**src/rtl/icache_ctrl.sv**
```systemverilog
// rtl/icache_ctrl.sv - direct-mapped instruction cache lookup and line refill controller
module icache_ctrl #(
    parameter int ADDR_WIDTH  = 32,
    parameter int INDEX_WIDTH = 8,
    parameter int TAG_WIDTH   = 20
) (
    input  logic                   clk,
    input  logic                   rst_n,
    input  logic                   cpu_req_valid_i,
    output logic                   cpu_req_ready_o,
    input  logic [ADDR_WIDTH-1:0]  cpu_addr_i,
    output logic                   cpu_rsp_valid_o,
    output logic [31:0]            cpu_rdata_o,
    input  logic                   invalidate_i,
    output logic [INDEX_WIDTH-1:0] tag_index_o,
    output logic                   tag_wr_en_o,
    output logic [TAG_WIDTH-1:0]   tag_wr_tag_o,
    input  logic [TAG_WIDTH-1:0]   tag_rd_tag_i,
    output logic [INDEX_WIDTH+1:0] data_addr_o,
    output logic                   data_wr_en_o,
    output logic [31:0]            data_wr_data_o,
    input  logic [31:0]            data_rd_data_i,
    output logic                   mem_req_valid_o,
    input  logic                   mem_req_ready_i,
    output logic [ADDR_WIDTH-1:0]  mem_addr_o,
    input  logic                   mem_rsp_valid_i,
    input  logic [31:0]            mem_rsp_data_i
);

    localparam logic [2:0] S_IDLE     = 3'd0;
    localparam logic [2:0] S_LOOKUP   = 3'd1;
    localparam logic [2:0] S_MISS_REQ = 3'd2;
    localparam logic [2:0] S_REFILL   = 3'd3;
    localparam logic [2:0] S_RESP     = 3'd4;

    logic [2:0]                    state, state_nxt;
    logic                          started;
    logic [TAG_WIDTH-1:0]          tag_q;
    logic [INDEX_WIDTH-1:0]        idx_q;
    logic [1:0]                    word_q;
    logic [1:0]                    beat_q;
    logic                          stale_q;
    logic [31:0]                   rsp_q;
    logic [(1<<INDEX_WIDTH)-1:0]   valid_q;
    logic                          ready, accept, hit, refill_beat, beat_last;
    logic                          unused_addr_lsb;

    assign unused_addr_lsb = ^cpu_addr_i[1:0];

    // ready is held low through the first edge after reset release
    assign ready       = (state == S_IDLE) & started;
    assign accept      = cpu_req_valid_i & ready;
    assign hit         = valid_q[idx_q] & (tag_rd_tag_i == tag_q);
    assign refill_beat = (state == S_REFILL) & mem_rsp_valid_i;
    assign beat_last   = refill_beat & (beat_q == 2'd3);

    assign cpu_req_ready_o = ready;

    always_comb begin
        state_nxt       = state;
        cpu_rsp_valid_o = 1'b0;
        cpu_rdata_o     = '0;
        tag_index_o     = '0;
        tag_wr_en_o     = 1'b0;
        tag_wr_tag_o    = '0;
        data_addr_o     = '0;
        data_wr_en_o    = 1'b0;
        data_wr_data_o  = '0;
        mem_req_valid_o = 1'b0;
        mem_addr_o      = '0;
        case (state)
            S_IDLE: begin
                if (ready) begin
                    tag_index_o = cpu_addr_i[INDEX_WIDTH+3:4];
                    data_addr_o = cpu_addr_i[INDEX_WIDTH+3:2];
                end
                if (accept) state_nxt = S_LOOKUP;
            end
            S_LOOKUP: begin
                if (hit) begin
                    cpu_rsp_valid_o = 1'b1;
                    cpu_rdata_o     = data_rd_data_i;
                    state_nxt       = S_IDLE;
                end else begin
                    state_nxt = S_MISS_REQ;
                end
            end
            S_MISS_REQ: begin
                mem_req_valid_o = 1'b1;
                mem_addr_o      = {tag_q, idx_q, 4'b0000};
                if (mem_req_ready_i) state_nxt = S_REFILL;
            end
            S_REFILL: begin
                if (mem_rsp_valid_i) begin
                    data_wr_en_o   = 1'b1;
                    data_addr_o    = {idx_q, beat_q};
                    data_wr_data_o = mem_rsp_data_i;
                end
                if (beat_last) begin
                    tag_wr_en_o  = 1'b1;
                    tag_index_o  = idx_q;
                    tag_wr_tag_o = tag_q;
                    state_nxt    = S_RESP;
                end
            end
            S_RESP: begin
                cpu_rsp_valid_o = 1'b1;
                cpu_rdata_o     = rsp_q;
                state_nxt       = S_IDLE;
            end
            default: state_nxt = S_IDLE;
        endcase
    end

    always_ff @(posedge clk or negedge rst_n) begin
        if (!rst_n) begin
            state   <= S_IDLE;
            started <= 1'b0;
            tag_q   <= '0;
            idx_q   <= '0;
            word_q  <= '0;
            beat_q  <= '0;
            stale_q <= 1'b0;
            rsp_q   <= '0;
            valid_q <= '0;
        end else begin
            started <= 1'b1;
            state   <= state_nxt;
            if (accept) begin
                tag_q  <= cpu_addr_i[ADDR_WIDTH-1 -: TAG_WIDTH];
                idx_q  <= cpu_addr_i[INDEX_WIDTH+3:4];
                word_q <= cpu_addr_i[3:2];
            end
            if ((state == S_MISS_REQ) && mem_req_ready_i) beat_q <= 2'd0;
            else if (refill_beat) beat_q <= beat_q + 2'd1;
            if (refill_beat && (beat_q == word_q)) rsp_q <= mem_rsp_data_i;
            // a line whose refill overlapped an invalidate must not become valid
            if (state_nxt == S_IDLE) stale_q <= 1'b0;
            else if (invalidate_i && ((state == S_MISS_REQ) || (state == S_REFILL))) stale_q <= 1'b1;
            if (invalidate_i) valid_q <= '0;
            else if (beat_last && !stale_q) valid_q[idx_q] <= 1'b1;
        end
    end

endmodule
```
**config.mk**
```make
export PLATFORM = sky130hd
export DESIGN_NAME = icache_ctrl
export DESIGN_NICKNAME = d
export VERILOG_FILES = /design/src/rtl/icache_ctrl.sv
export SDC_FILE = /design/constraint.sdc
export NUM_CORES = 1
export LEC_CHECK = 0
export BUFFER_PORTS_ARGS = -buffer_cell sky130_fd_sc_hd__buf_2
export CORE_ASPECT_RATIO = 0.8
export CORE_UTILIZATION = 25
export CTS_BUF_LIST = sky130_fd_sc_hd__clkbuf_8
export CTS_CLUSTER_DIAMETER = 120
export DETAILED_ROUTE_END_ITERATION = 10
export PLACE_DENSITY_LB_ADDON = 0.08
export SLEW_MARGIN = 40
export SYNTH_ARGS = -nofsm -noshare
export SYNTH_HDL_FRONTEND = slang
export SYNTH_SLANG_ARGS = --single-unit
```
**constraint.sdc**
```tcl
create_clock -name clk -period 3.6 [get_ports clk]
set_input_delay 0.18 -clock clk [delete_from_list [all_inputs] [get_ports clk]]
set_output_delay 0.18 -clock clk [all_outputs]
set_load 0.02 [all_outputs]
```
Yosys cells after proc, flatten, opt, wreduce, memory -nomap -nowiden

Cells that the tools add are included.

Register bits after elaboration: 325
Input bits: 122
Output and inout port bits: 139
Logic and storage cells: 72

Add/subtract/negate cells: 1
$lt $le $gt $ge: 2
Equal/unequal tests: 7
Mux-type cells: 35
Bitwise gates (word level): 6
Reduce and logical (&&, ||, !) cells: 12

Operators by type and width:

| kind               | number |
|---|---|
| $mux 256           | 2 |
| $or 256x256->256   | 1 |
| $mux 32            | 4 |
| $pmux 32 s2        | 1 |
| $mux 20            | 2 |
| $eq 20x20->1       | 1 |
| $mux 10            | 2 |
| $pmux 10 s2        | 1 |
| $mux 8             | 2 |
| $pmux 8 s2         | 1 |
| $pmux 3 s4         | 1 |
| $mux 1             | 10 |
| $lt 8x9->1 const B | 1 |
| $mux 3             | 3 |
| $bmux 1 s8         | 1 |
| $demux 1 s8        | 1 |
| $ge 8x1->1 const B | 1 |
| $eq 3x2->1 const B | 2 |
| $logic_not 3->1    | 2 |
| $mux 2             | 3 |
| $reduce_bool 2->1  | 3 |
| $and 1x1->1        | 5 |
| $logic_and 1x1->1  | 5 |
| $eq 3x1->1 const B | 1 |
| other kinds (7)    | 7 |

Logic depth before layout (Yosys ltp)

Gate-level depths: netlist (run 1).

Word-level depth: 7
Gate-level depth with buffers: 13
Mapped depth without buffers: 7

Least setup slack after synthesis (run 1)

No wires, ideal clock.

Path kind: register -> output
Start: register idx_q[0]
End: output cpu_rsp_valid_o
Arrival time: 2.639 ns
Data required time: 3.420 ns
Slack: 0.781 ns
Stages on the path, launching flop included: 12
Buffers on the path: 4
Path through: dfrtp_1 -> buf_6 -> buf_8 -> nor2b_2 -> buf_6 -> buf_6 -> a22oi_2 -> a21oi_1 -> or4_4 -> o211ai_4 -> nor2_2 -> o31ai_1

Longest elaborated chain between the ends: 5

Ends and longest elaborated chain:

| element                      | RTL line | source |
|---|---|---|
| start, declared              | 39       | `logic [INDEX_WIDTH-1:0] idx_q;` |
| start signal, assigned       | 131      | `idx_q <= cpu_addr_i[INDEX_WIDTH+3:4];` |
| $bmux 1 s8                   | 53       | `assign hit = valid_q[idx_q] & (tag_rd_tag_i == tag_q);` |
| $mux 1 (not written as such) | 53       |  |
| $and 1x1->1                  | 53       |  |
| $mux 1                       | 80       | `if (hit) begin` |
| $pmux 1 s2                   | 71       | `case (state)` |
| end, declared                | 12       | `output logic cpu_rsp_valid_o,` |

Every way passes these cells. The select of a mux whose other input is x is not followed.

Worst setup path after layout (run 1)

Start: register idx_q[0]
End: output cpu_rdata_o[24]

Longest elaborated chain between the ends: 5

Ends and longest elaborated chain:

| element                      | RTL line | source |
|---|---|---|
| $bmux 1 s8                   | 53       |  |
| $mux 1 (not written as such) | 53       |  |
| $and 1x1->1                  | 53       |  |
| $mux 32                      | 80       |  |
| $pmux 32 s2                  | 71       |  |
| end, declared                | 13       | `output logic [31:0] cpu_rdata_o,` |

Every way passes these cells. The select of a mux whose other input is x is not followed.

==> Implementation_results.wiki, run 1 <==
{| class="wikitable"
! Metric !! Value
|-
| Number of setup violations in the final report || 33
|-
| Slew of the pin with the lowest slew margin || between 0.8 and 0.9 ns
|-
| Antenna violations before repair || 1
|-
| Multi-input gate area in the final layout || approximately 7500 sq um
|-
| Floorplan die height || 227 um
|-
| Clock-pin slew reported for the worst setup and hold paths after clock tree synthesis || 0.06 ns
|-
| Vias per Instance || slightly below 5
|-
| Worst hold path class || in2reg
|-
| Detailed Routing Iterations Pass 1 || 5
|-
| Register Area || between 8000 and 9000 sq um
|-
| Vias in the first global route || around 14000
|-
| Post-DP HPWL || around 39 mm
|-
| PnR worst setup slack || -0.181 ns
|-
| Total global routing track utilization || between 10% and 20%
|-
| DR vias || around 14000
|-
| Wire length of the first global-routing pass || roughly 91 mm
|-
| Placed cell count || 2629
|-
| # Max-Cap Violations || 0
|-
| Distinct cells, synth || 58
|-
| Final period utilization || 105%
|-
| Root Driver || sky130_fd_sc_hd__clkbuf_8
|-
| PwrDens || slightly below 700 nW/um^2
|-
| Buffers on Ports || between 200 and 300
|-
| Number of standard cells after synthesis || ~1600
|-
| Time the worst path needs with I/O delays and setup || between 3 and 4 ns
|-
| Routability Congestion || about 0.84
|-
| CTS H-tree lvls || 2
|-
| Total wirelength of the detailed-routed design || roughly 63 mm
|-
| Area share of the largest cell type after synthesis || 51.2%
|-
| Arr. time, crit path || 3.60 ns
|-
| Worst Setup Path Type || reg2out
|-
| Type of element capturing the critical path || output port
|-
| Layout filler cell count || 6461
|-
| Later-pin clock latency in the skew report || ~0.67 ns
|-
| Violations in the final reports || setup timing
|-
| Maximum number of pins on one net before global-route repair || approximately 110
|-
| Source of the worst register-to-register timing path || idx_q[0]$_DFFE_PN0P_
|-
| VDD IR max || between 0.0002 and 0.0003 V
|-
| Ports placed on the boundary || 261
|-
| Nets || 2078
|-
| Final antenna-violating net count || 0
|-
| Number of core rows || ~80
|-
| Ys Warns || 0
|-
| Netlist area before placement || 15900 sq um
|-
| Final-report max-slew violation count || 0
|-
| Non-filler instance count after layout || between 2000 and 3000
|-
| Post-synth top cells || 325 x sky130_fd_sc_hd__dfrtp_1, 280 x sky130_fd_sc_hd__a21oi_1, 277 x sky130_fd_sc_hd__nor2_1, 100 x sky130_fd_sc_hd__clkbuf_1, 87 x sky130_fd_sc_hd__mux2i_1
|-
| Area growth from synthesis to final layout || 34.7%
|-
| Run status || finished with violations
|-
| Die area || approximately 65000 sq um
|-
| DR iter-0 viols || roughly 860
|-
| Top-count cell post-synth || sky130_fd_sc_hd__dfrtp_1
|-
| Share of flip-flops with an asynchronous set or reset after synthesis || 100%
|-
| Max Freq || roughly 260 MHz
|-
| Main area contributors after synthesis || sky130_fd_sc_hd__dfrtp_1 51%, sky130_fd_sc_hd__a21oi_1 8.8%, sky130_fd_sc_hd__nor2_1 6.5%
|-
| Final-report hold violation count || 0
|-
| Relative slew slack || 44.8%
|-
| CP Launch Point || idx_q[0]$_DFFE_PN0P_
|-
| Layout Skew || 0.0457 ns
|-
| Setup_tns || -4.90 ns
|-
| DRC viols || 0
|-
| Hold Path Origin || mem_rsp_valid_i
|-
| RSZ-0062 raised after global routing || true
|-
| Fraction of layout instances using a drive strength above 1 || 32.0%
|-
| #FFs+latches synth || ~330
|-
| Die X-Extent || ~280 um
|-
| Category of the worst setup path launch point || flop
|-
| Initial cell density of the core || between 20% and 30%
|-
| Count of clock tree sinks || around 330
|-
| Post-Syn Area per Cell || ~10 sq um
|-
| Data required time of the critical path || 3.42 ns
|-
| Cts bufs inserted || just under 60
|-
| Overflow left after global routing || 0
|-
| Static power due to leakage || 9.71 nW
|-
| Wire length per cell || approximately 22 um
|-
| Dominant cell type by area after synthesis || sky130_fd_sc_hd__dfrtp_1
|-
| Clock tree from TritonCTS || yes
|-
| Predominant post-synthesis flop cell || sky130_fd_sc_hd__dfrtp_1
|-
| Share of the yosys chip area belonging to registers || 51.2%
|-
| Peak fanout along the critical path || 8
|-
| Clock Path Buffers || 3
|-
| Number of enable flip-flop cells after synthesis || 0
|-
| Area inside the core boundary || 62700 sq um
|-
| Final Core Density || approximately 34%
|}
## cell usage in the layout, fill, tap and decap left out, types with 58 or more instances in the layout
cell type and count:
sky130_fd_sc_hd__nor2_1 275, sky130_fd_sc_hd__buf_4 110, sky130_fd_sc_hd__and2_1 64, sky130_fd_sc_hd__mux2i_1 87, sky130_fd_sc_hd__nand2_1 58, sky130_fd_sc_hd__buf_2 228, sky130_fd_sc_hd__dfrtp_1 322, sky130_fd_sc_hd__dlygate4sd3_1 67
sky130_fd_sc_hd__a21oi_1 270, sky130_fd_sc_hd__mux2_2 63, sky130_fd_sc_hd__clkbuf_8 74
## metrics by stage
stage | power [mW] | hold slack [ns] | setup WS [ns] | cell area [sq um]
final | 14.7 | 0.0954 | -0.181 | 21400
after global routing | 15.5 | 0.0716 | -0.300 | 21400
after CTS | 14.2 | 0.0312 | -0.224 | 20800
after detailed placement | 9.94 | 0.240 | 0.241 | 18600
after global placement | 9.91 | 0.229 | 0.00840 | 18600
after floorplan | 7.77 | -0.116 | 0.781 | 15900
## flip-flops by register name, indices dropped and copies added, names as in the netlist
name / flops
word_q: 2
valid_q: 256
stale_q: 1
rsp_q: 32
tag_q: 20
started: 1
idx_q: 8
beat_q: 2
state: 3
## worst max-delay path, cell delays in order, from the launching register on
cell and delay, ns:
sky130_fd_sc_hd__dfrtp_4 0.58, sky130_fd_sc_hd__buf_6 0.16, sky130_fd_sc_hd__nor2b_4 0.14, sky130_fd_sc_hd__buf_12 0.14
sky130_fd_sc_hd__a22oi_2 0.15, sky130_fd_sc_hd__a21oi_2 0.12, sky130_fd_sc_hd__or4_4 0.58, sky130_fd_sc_hd__o211ai_4 0.22
sky130_fd_sc_hd__buf_12 0.17, sky130_fd_sc_hd__clkbuf_16 0.17, sky130_fd_sc_hd__o2111ai_1 0.12, sky130_fd_sc_hd__o21ai_1 0.17
sky130_fd_sc_hd__buf_2 0.20
## routing by layer
metal / part of all wire (%) / track usage, % / vias up
li1: - / - / 6312
met1: 48 / 26.6 / 6973
met2: 45 / 29.1 / 287
met3: 4.8 / 3.87 / 82
met4: 1.9 / 5.02 / 0
met5: 0 / 0 / -
## final timing paths
check | endpoint | slack (ns) | cells after the start
worst max register to register | state[1]$_DFF_PN0_ | 0.46 | 11
worst min-delay path | state[2]$_DFF_PN0_ | 0.1 | 4
max in group asynchronous | valid_q[252]$_DFFE_PN0P_ | 2.49 | 3
worst max-delay path | cpu_rdata_o[24] | -0.18 | 12
min in group asynchronous | valid_q[97]$_DFFE_PN0P_ | 0.14 | 2
worst min register to register | valid_q[212]$_DFFE_PN0P_ | 0.49 | 2
## final cells by class
type,instances,share of cell area (%)
flip-flops and latches,325,38.1
diodes,1,0.0117
clock buffers,73,4.70
clock inverters,33,0.819
multi-input cells,1117,35.0
repair buffers,449,16.5
inverters,3,0.0702
well taps,840,4.91
## power by group
part	switching [mW]	total [mW]	internal, mW
Sequential	0.422	4.47	4.05
Combinational	3.92	6.66	2.74
Clock	1.66	3.55	1.90
Total	6.00	14.7	8.69
## repair_timing
action	CTS	global route
setup endpoints to repair	33	33
hold endpoints to repair	139	0
buffers inserted	18	13
pin swaps	4	28
hold buffers	67	0
gates resized for setup	27	72
gates cloned	1	7
## cell families (layout without fill, tap and decap cells)
group           Yosys count  in the layout  share of synthesized area, %
simple gates            499            499                          14.2
compound gates          416            416                          15.5
flops                   325            325                          51.2
mux                     173            173                          13.1
buf+inv                 148            558                          4.56
xor+xnor                 23             23                          1.27
other cells               2              6                        0.0473
fa+ha+maj                 1              1                        0.0788
No activity file was read; power rests on OpenSTA's default activity.
==> run 2: changes to the inputs <==
==> constraint.sdc (replaced) <==
create_clock -name clk -period 3.05 [get_ports clk]
set_input_delay 0.1525 -clock clk [delete_from_list [all_inputs] [get_ports clk]]
set_output_delay 0.1525 -clock clk [all_outputs]
set_load 0.02 [all_outputs]
==> run 2 against run 1 <==
Compared with the run above:
- the run still ends with setup timing left
- wire length down 2.5%
- sequential cell count did not move
- via count grew 0.37%
- first-iteration DRC count down 9.3%
- sequential share of layout area increased by 0.14 points
- core utilization down 0.14 points
- combinational power up 11%
- die area did not move
- final cell count is 0.49% higher
- clock-buffer cell count shrank 3
- critical path depth fell by 1
- final area fell by 0.40%
- critical endpoint is now cpu_rdata_o[13]
- largest power group unchanged
==> Implementation_results.wiki, run 2 (synthesized netlist as in run 1, its figures left out) <==
{| class="wikitable"
! Metric !! Value
|-
| Detailed Routing Iterations Pass 1 || 9 (+4)
|-
| Wire length per cell || 21.4 um (-3.0%)
|-
| Data required time of the critical path || 2.90 ns (-0.52 ns)
|-
| Layout Skew || 0.0421 ns (-0.00363 ns)
|-
| Number of core rows || 82 (unchanged)
|-
| Total wirelength of the detailed-routed design || 61.0 mm (-2.5%)
|-
| Clock-pin slew reported for the worst setup and hold paths after clock tree synthesis || 0.07 ns (about the same)
|-
| Clock Path Buffers || 3 (unchanged)
|-
| Top library cells by usage in the layout, fill and taps aside || 322 x sky130_fd_sc_hd__dfrtp_1, 278 x sky130_fd_sc_hd__a21oi_1, 275 x sky130_fd_sc_hd__nor2_1, 219 x sky130_fd_sc_hd__buf_2, 140 x sky130_fd_sc_hd__buf_4
|-
| Final-report max-slew violation count || 0 (unchanged)
|-
| Overflow left after global routing || 0 (unchanged)
|-
| Final-report hold violation count || 0 (unchanged)
|-
| Ports placed on the boundary || 261 (unchanged)
|-
| Slew of the pin with the lowest slew margin || 0.756 ns (-0.0678 ns)
|-
| Cells on Worst Hold Path || 2 (-2)
|-
| Worst r2r dst || stale_q$_DFFE_PN0P_
|-
| Violations in the final reports || setup timing
|-
| Run status || finished with violations
|-
| Root Driver || sky130_fd_sc_hd__clkbuf_8
|-
| Vias per Instance || 4.80 (-0.12%)
|-
| Area inside the core boundary || 62700 sq um (unchanged)
|-
| VDD IR max || 0.000340 V (+32%)
|-
| Source of the worst register-to-register timing path || idx_q[1]$_DFFE_PN0P_
|-
| Nets || 2094 (+0.77%)
|-
| Leading cell type in the layout, fill and taps excluded || sky130_fd_sc_hd__dfrtp_1
|-
| DR iter-0 viols || 779 (-9.3%)
|-
| Setup_tns || -16.92 ns (-12.01 ns)
|-
| Routability Congestion || 0.824 (-2.3%)
|-
| # Max-Cap Violations || 0 (unchanged)
|-
| Type of element capturing the critical path || output port
|-
| Hold Path Origin || invalidate_i
|-
| Layout filler cell count || 6488 (+0.42%)
|-
| DR vias || 13700 (+0.37%)
|-
| Static power due to leakage || 9.74 nW (+0.31%)
|-
| Die X-Extent || 284 um (unchanged)
|-
| Buffers on Ports || 254 (unchanged)
|-
| Final antenna-violating net count || 0 (unchanged)
|-
| Area growth from synthesis to final layout || 34.2%
|-
| Antenna violations before repair || 2 (+1)
|-
| Register Area || 8140 sq um (about the same)
|-
| Floorplan die height || 227 um (unchanged)
|-
| Final period utilization || 118%
|-
| Initial cell density of the core || 25.3% (unchanged)
|-
| CTS H-tree lvls || 2 (unchanged)
|-
| Cts bufs inserted || 56 (-5.1%)
|-
| Worst Setup Path Type || reg2out
|-
| PnR worst setup slack || -0.544 ns (-0.363 ns)
|-
| Hold path endpoint || valid_q[81]$_DFFE_PN0P_
|-
| Register with the most flip-flops || valid_q
|-
| Arr. time, crit path || 3.44 ns (-0.16 ns)
|-
| RSZ-0062 raised after global routing || true
|-
| Peak fanout along the critical path || 28 (+20)
|-
| Number of flip-flops in the largest register || 256 (unchanged)
|-
| Wire length of the first global-routing pass || 91.2 mm (-0.27%)
|-
| Slack of the worst reg-to-reg path || 0.19 ns (-0.27 ns)
|-
| DRC viols || 0 (unchanged)
|-
| Count of clock tree sinks || 325 (unchanged)
|-
| WHS || 0.0424 ns (-0.0530 ns)
|-
| Vias in the first global route || 13500 (-1.3%)
|-
| Later-pin clock latency in the skew report || 0.67 ns (about the same)
|-
| Number of setup violations in the final report || 33 (unchanged)
|-
| Clock tree from TritonCTS || yes
|-
| Maximum number of pins on one net before global-route repair || 95 (-10%)
|-
| Time the worst path needs with I/O delays and setup || roughly 3.6 ns
|-
| Total global routing track utilization || 18.7% (-0.10 points)
|-
| Post-DP HPWL || 40.8 mm (+4.1%)
|-
| PwrDens || 796 nW/um^2 (+16%)
|-
| Worst hold path class || in2reg
|-
| Largest registers || valid_q: 256 flops, rsp_q: 32 flops, tag_q: 20 flops
|-
| Register-to-Register Path Depth || 10 (-1)
|-
| Die area || 64500 sq um (unchanged)
|-
| Dpl ws || -0.0516 ns (-0.293 ns)
|-
| Fraction of layout instances using a drive strength above 1 || 30.8% (-1.2 points)
|-
| Max Freq || 278 MHz
|-
| Relative slew slack || 49.5% (+4.7 points)
|-
| Category of the worst setup path launch point || flop
|-
| Multi-input gate area in the final layout || 7290 sq um (-2.6%)
|}
[run 2: per-layer routing]
layer / wire length (um) / vias to the layer above / GRT usage (%)
met2: 27500 / 261 / 28.5
met1: 30100 / 7022 / 27.3
met5: 0 / - / 0
met4: 1050 / 0 / 4.71
met3: 2420 / 73 / 3.06
li1: - / 6349 / -
[run 2: power breakdown]
group          internal [mW]  leakage, nW  switching [mW]  total, mW
Clock                   2.39        0.676            1.92       4.31
Sequential              4.78         4.42           0.474       5.25
Combinational           3.12         4.65            4.26       7.38
Total                   10.3         9.74            6.65       16.9
[run 2: what timing repair did]
item / in CTS / in global routing
setup buffers: 12 / 6
hold endpoints to repair: 282 / 0
pin swaps: 3 / 8
endpoints found under the setup margin: 33 / 33
hold buffers: 70 / 0
resized for setup: 42 / 29
gates cloned: 3 / 2
[run 2: through the flow]
| stage | util [%] | cells | cell area [sq um] | power [mW] |
|---|---|---|---|---|
| after floorplan | - | 1590 | 15900 | 9.18 |
| after global placement | 30.0 | 2660 | 18800 | 11.9 |
| after detailed placement | 30.1 | 2661 | 18900 | 11.9 |
| after CTS | 33.7 | 2844 | 21100 | 16.8 |
| after global routing | 34.0 | 2851 | 21300 | 17.8 |
| final | 34.0 | 2855 | 21300 | 16.9 |
[run 2: worst max-delay path, stage by stage, from the launching register on]
cell	delay, ns
sky130_fd_sc_hd__dfrtp_4	0.51
sky130_fd_sc_hd__buf_4	0.16
sky130_fd_sc_hd__buf_12	0.17
sky130_fd_sc_hd__mux4_2	0.32
sky130_fd_sc_hd__mux4_2	0.54
sky130_fd_sc_hd__nor2b_1	0.14
sky130_fd_sc_hd__or3_4	0.15
sky130_fd_sc_hd__o211ai_4	0.09
sky130_fd_sc_hd__buf_12	0.19
sky130_fd_sc_hd__o2111ai_1	0.23
sky130_fd_sc_hd__o21ai_1	0.09
sky130_fd_sc_hd__buf_4	0.16
[run 2: area by class of cell]
| cell class | count | share of cell area [%] |
|---|---|---|
| clock buffers | 70 | 4.52 |
| multi-input cells | 1117 | 34.2 |
| inverters | 3 | 0.0705 |
| diodes | 4 | 0.0470 |
| repair buffers | 468 | 17.0 |
| well taps | 840 | 4.93 |
| clock inverters | 28 | 1.05 |
| flip-flops and latches | 325 | 38.2 |
[run 2: worst max-delay path by stage]
stage                         startpoint         endpoint  slack (ns)
global placement    idx_q[1]$_DFFE_PN0P_  cpu_rdata_o[10]       -0.02
global route        idx_q[1]$_DFFE_PN0P_   cpu_rdata_o[3]       -0.70
detailed placement  idx_q[0]$_DFFE_PN0P_  cpu_rdata_o[10]       -0.05
finish              idx_q[1]$_DFFE_PN0P_  cpu_rdata_o[13]       -0.54
CTS                 idx_q[0]$_DFFE_PN0P_   cpu_rdata_o[6]       -0.64
floorplan           idx_q[0]$_DFFE_PN0P_  cpu_rsp_valid_o        0.26
==> run 3: changes to the inputs <==
--- a/config.mk
+++ b/config.mk
@@ -12,6 +12,7 @@
 export CTS_CLUSTER_DIAMETER = 120
 export DETAILED_ROUTE_END_ITERATION = 10
 export PLACE_DENSITY_LB_ADDON = 0.08
+export REMOVE_ABC_BUFFERS = 1
 export SLEW_MARGIN = 40
 export SYNTH_ARGS = -nofsm -noshare
 export SYNTH_HDL_FRONTEND = slang
==> run 3 against run 2 <==
Compared with the run above:
- sequential power about the same
- worst hold slack better by 0.010 ns
- register-to-register slack worse by 0.13 ns
- the flow still finishes with violations (setup timing)
- setup slack worse by 0.095 ns
- clock-buffer cell count up 8
- maximum frequency down 2.6%
- wire length down 0.11%
==> Implementation_results.wiki, run 3 (synthesized netlist as in run 1, its figures left out) <==
{| class="wikitable"
! Metric !! Value
|-
| Run status || finished with violations
|-
| Violations in the final reports || setup timing
|-
| Peak fanout along the critical path || 9 (-68%)
|-
| Cts bufs inserted || 58 (+3.6%)
|-
| Data required time of the critical path || 2.90 ns (about the same)
|-
| Category of the worst setup path launch point || flop
|-
| Floorplan die height || 227 um (unchanged)
|-
| Register with the most flip-flops || valid_q
|-
| Final period utilization || 121% (+3.1 points)
|-
| Number of flip-flops in the largest register || 256 (unchanged)
|-
| Static power due to leakage || 9.71 nW (-0.27%)
|-
| Area growth from synthesis to final layout || 33.8%
|-
| Wire length of the first global-routing pass || 91.5 mm (+0.34%)
|-
| Vias in the first global route || 13900 (+2.8%)
|-
| Overflow left after global routing || 0 (unchanged)
|-
| Layout Skew || 0.0400 ns (-0.00207 ns)
|-
| Clock tree from TritonCTS || yes
|-
| Ports placed on the boundary || 261 (unchanged)
|-
| Worst Setup Path Type || reg2out
|-
| Arr. time, crit path || 3.54 ns (+0.10 ns)
|-
| Delay of the slowest cell on the worst path || 0.53 ns (about the same)
|-
| Cell breakdown of the critical path || buf_12, buf_12, buf_4, mux2i_1, a22oi_1, nand3_1, and3_1, a311oi_4, buf_6, buf_12, o2111ai_1, o21ai_1, buf_4
|-
| Final-report hold violation count || 0 (unchanged)
|-
| Fin area || 21200 sq um (-0.28%)
|-
| Internal power || 10.4 mW (+0.69%)
|-
| Clock Path Buffers || 3 (unchanged)
|-
| Later-pin clock latency in the skew report || 0.66 ns (about the same)
|-
| RSZ-0062 raised after global routing || true
|-
| Power share of the clock group || 25.2% (-0.2 points)
|-
| Switch share || 39.7% (+0.43 points)
|-
| Time the worst path needs with I/O delays and setup || 3.69 ns (+0.0953 ns)
|-
| Nets || 2090 (-0.19%)
|-
| DRC viols || 0 (unchanged)
|-
| Total global routing track utilization || 18.7% (+0.047 points)
|-
| DR vias || 13700 (-0.080%)
|-
| Detailed Routing Iterations Pass 1 || 5 (-4)
|-
| Most frequent cell on the critical path || sky130_fd_sc_hd__buf_12
|-
| Clock-pin slew reported for the worst setup and hold paths after clock tree synthesis || 0.06 ns (about the same)
|-
| Number of core rows || 82 (unchanged)
|-
| Max Freq || 271 MHz (-2.6%)
|-
| Instance area after placement || 18700 sq um (-0.78%)
|-
| Relative slew slack || 43.8% (-5.7 points)
|-
| Total wirelength of the detailed-routed design || 60.9 mm (-0.11%)
|-
| Switching pwr || 6.82 mW (+2.5%)
|-
| Wire length per cell || 21.4 um (about the same)
|-
| Source of the worst register-to-register timing path || idx_q[1]$_DFFE_PN0P_
|-
| Final-report max-slew violation count || 0 (unchanged)
|-
| Worst hold path class || in2async
|-
| PwrDens || 809 nW/um^2 (+1.7%)
|-
| CTS H-tree lvls || 2 (unchanged)
|-
| Layout filler cell count || 6499 (+0.17%)
|-
| VDD IR max || 0.000383 V (+12%)
|-
| # Max-Cap Violations || 0 (unchanged)
|-
| Maximum number of pins on one net before global-route repair || 104 (+9.5%)
|-
| Slew of the pin with the lowest slew margin || 0.844 ns (+0.0882 ns)
|-
| Number of buffer and inverter stages on the critical path || 6 (+2)
|-
| DR iter-0 viols || 996 (+28%)
|-
| Top library cells by usage in the layout, fill and taps aside || 323 x sky130_fd_sc_hd__dfrtp_1, 276 x sky130_fd_sc_hd__a21oi_1, 273 x sky130_fd_sc_hd__nor2_1, 219 x sky130_fd_sc_hd__buf_2, 138 x sky130_fd_sc_hd__buf_4
|-
| Vias per Instance || 4.80 (about the same)
|-
| Routability Congestion || 0.839 (+1.8%)
|-
| Fraction of layout instances using a drive strength above 1 || 31.4% (+0.62 points)
|-
| Top Family by Delay on Critical Path || buffers and inverters
|-
| Slack of the worst reg-to-reg path || 0.06 ns (-0.13 ns)
|-
| Reg power frac || 30.5% (-0.5 points)
|-
| Post-DP HPWL || 40.0 mm (-1.9%)
|-
| Initial cell density of the core || 25.3% (unchanged)
|-
| Slowest cell on crit path || sky130_fd_sc_hd__dfrtp_4
|-
| Count of clock tree sinks || 325 (unchanged)
|-
| Worst r2r dst || state[1]$_DFF_PN0_
|-
| Largest registers || valid_q: 256 flops, rsp_q: 32 flops, tag_q: 20 flops
|-
| Final antenna-violating net count || 0 (unchanged)
|-
| Type of element capturing the critical path || output port
|-
| Leading cell type in the layout, fill and taps excluded || sky130_fd_sc_hd__dfrtp_1
|-
| Die area || 64500 sq um (unchanged)
|-
| Total power || 17.2 mW (+1.4%)
|-
| Die X-Extent || 284 um (unchanged)
|-
| Root Driver || sky130_fd_sc_hd__clkbuf_8
|-
| Power share of the combinational group || 44.3% (+0.7 points)
|-
| Buffers on Ports || 254 (unchanged)
|-
| Number of setup violations in the final report || 33 (unchanged)
|-
| Antenna violations before repair || 2 (unchanged)
|-
| Area inside the core boundary || 62700 sq um (unchanged)
|-
| PnR worst setup slack || -0.640 ns (-0.0953 ns)
|-
| Register-to-Register Path Depth || 12 (+2)
|}
==> run 3: changes by cell type in the layout (fill, tap and decap cells not counted), moves of 3 or more <==
| cell | delta |
|---|---|
| sky130_fd_sc_hd__diode_2 | -3 |
| sky130_fd_sc_hd__clkbuf_8 | +8 |
| sky130_fd_sc_hd__buf_12 | -5 |
| sky130_fd_sc_hd__buf_6 | +3 |
| sky130_fd_sc_hd__o2111ai_1 | -3 |
| sky130_fd_sc_hd__clkinv_2 | +6 |
| sky130_fd_sc_hd__bufinv_16 | -3 |
| sky130_fd_sc_hd__a21oi_2 | +3 |
==> run 3: area by class of cell <==
class	instances	area, sq um	share of cell area, %
antenna	1	2.50	0.0118
clock buffer	78	1070	5.05
clock inverter	28	156	0.736
inverter	3	11.3	0.0530
multi-input combinational	1117	7310	34.4
sequential	325	8140	38.3
tap	840	1050	4.95
timing repair buffer	462	3490	16.4
==> run 3: worst register-to-register path: stages (launching register included) <==
cell                       delay [ns]
sky130_fd_sc_hd__dfrtp_4         0.53
sky130_fd_sc_hd__buf_6           0.14
sky130_fd_sc_hd__buf_12          0.14
sky130_fd_sc_hd__mux4_2          0.32
sky130_fd_sc_hd__mux4_2          0.52
sky130_fd_sc_hd__nor2b_1         0.13
sky130_fd_sc_hd__or3_4           0.16
sky130_fd_sc_hd__o211ai_4        0.09
sky130_fd_sc_hd__buf_12          0.19
sky130_fd_sc_hd__buf_12          0.15
sky130_fd_sc_hd__buf_4           0.14
sky130_fd_sc_hd__o32ai_2         0.25
sky130_fd_sc_hd__a31o_1          0.13
==> run 3: layer usage <==
layer	vias up	GRT usage [%]	part of all wire, %
met4	0	5.18	1.9
met3	80	3.41	4.7
met5	-	0	0
met2	314	29.4	46
li1	6341	-	-
met1	6959	26.4	48
==> run 3: how the worst max path moves through the flow <==
| stage | from | end | slack, ns | depth (start not counted) |
|---|---|---|---|---|
| 2_1_floorplan | idx_q[1]$_DFFE_PN0P_ | cpu_rdata_o[0] | -3.24 | 7 |
| 5_1_grt | idx_q[1]$_DFFE_PN0P_ | cpu_rdata_o[2] | -0.82 | 13 |
| 3_3_place_gp | idx_q[1]$_DFFE_PN0P_ | cpu_rsp_valid_o | -0.03 | 11 |
| 6_report | idx_q[1]$_DFFE_PN0P_ | cpu_rdata_o[30] | -0.64 | 13 |
| 4_1_cts | idx_q[1]$_DFFE_PN0P_ | cpu_rdata_o[11] | -0.77 | 14 |
| 3_5_place_dp | idx_q[1]$_DFFE_PN0P_ | cpu_rsp_valid_o | -0.05 | 12 |
==> run 3: repair_timing <==
item / CTS / global route
buffers inserted: 18 / 5
pin swaps: 23 / 20
setup endpoints to repair: 34 / 35
hold endpoints to repair: 250 / 0
cloned: 3 / 1
hold buffers: 67 / 0
resized for setup: 61 / 26
==> run 3: power groups by stage <==
stage,Sequential (mW),Clock (mW),Combinational [mW]
5_1_grt,5.32,4.69,8.12
2_1_floorplan,5.56,0,3.27
4_1_cts,5.25,4.50,7.45
3_5_place_dp,5.33,0,6.58
6_report,5.24,4.33,7.61
3_3_place_gp,5.32,0,6.55
==> run 3: stage by stage <==
step / TNS (ns) / setup slack (ns) / utilization (%) / hold WS [ns] / std cells
finish: -19.59 / -0.640 / 33.9 / 0.0527 / 2854
global route: -25.69 / -0.817 / 33.9 / 0.0685 / 2854
CTS: -24.58 / -0.774 / 33.6 / 0.00721 / 2849
detailed placement: -0.357 / -0.0531 / 29.9 / 0.169 / 2655
global placement: -0.128 / -0.0285 / 29.8 / 0.161 / 2655
floorplan: -744.06 / -3.24 / - / -0.143 / 1445
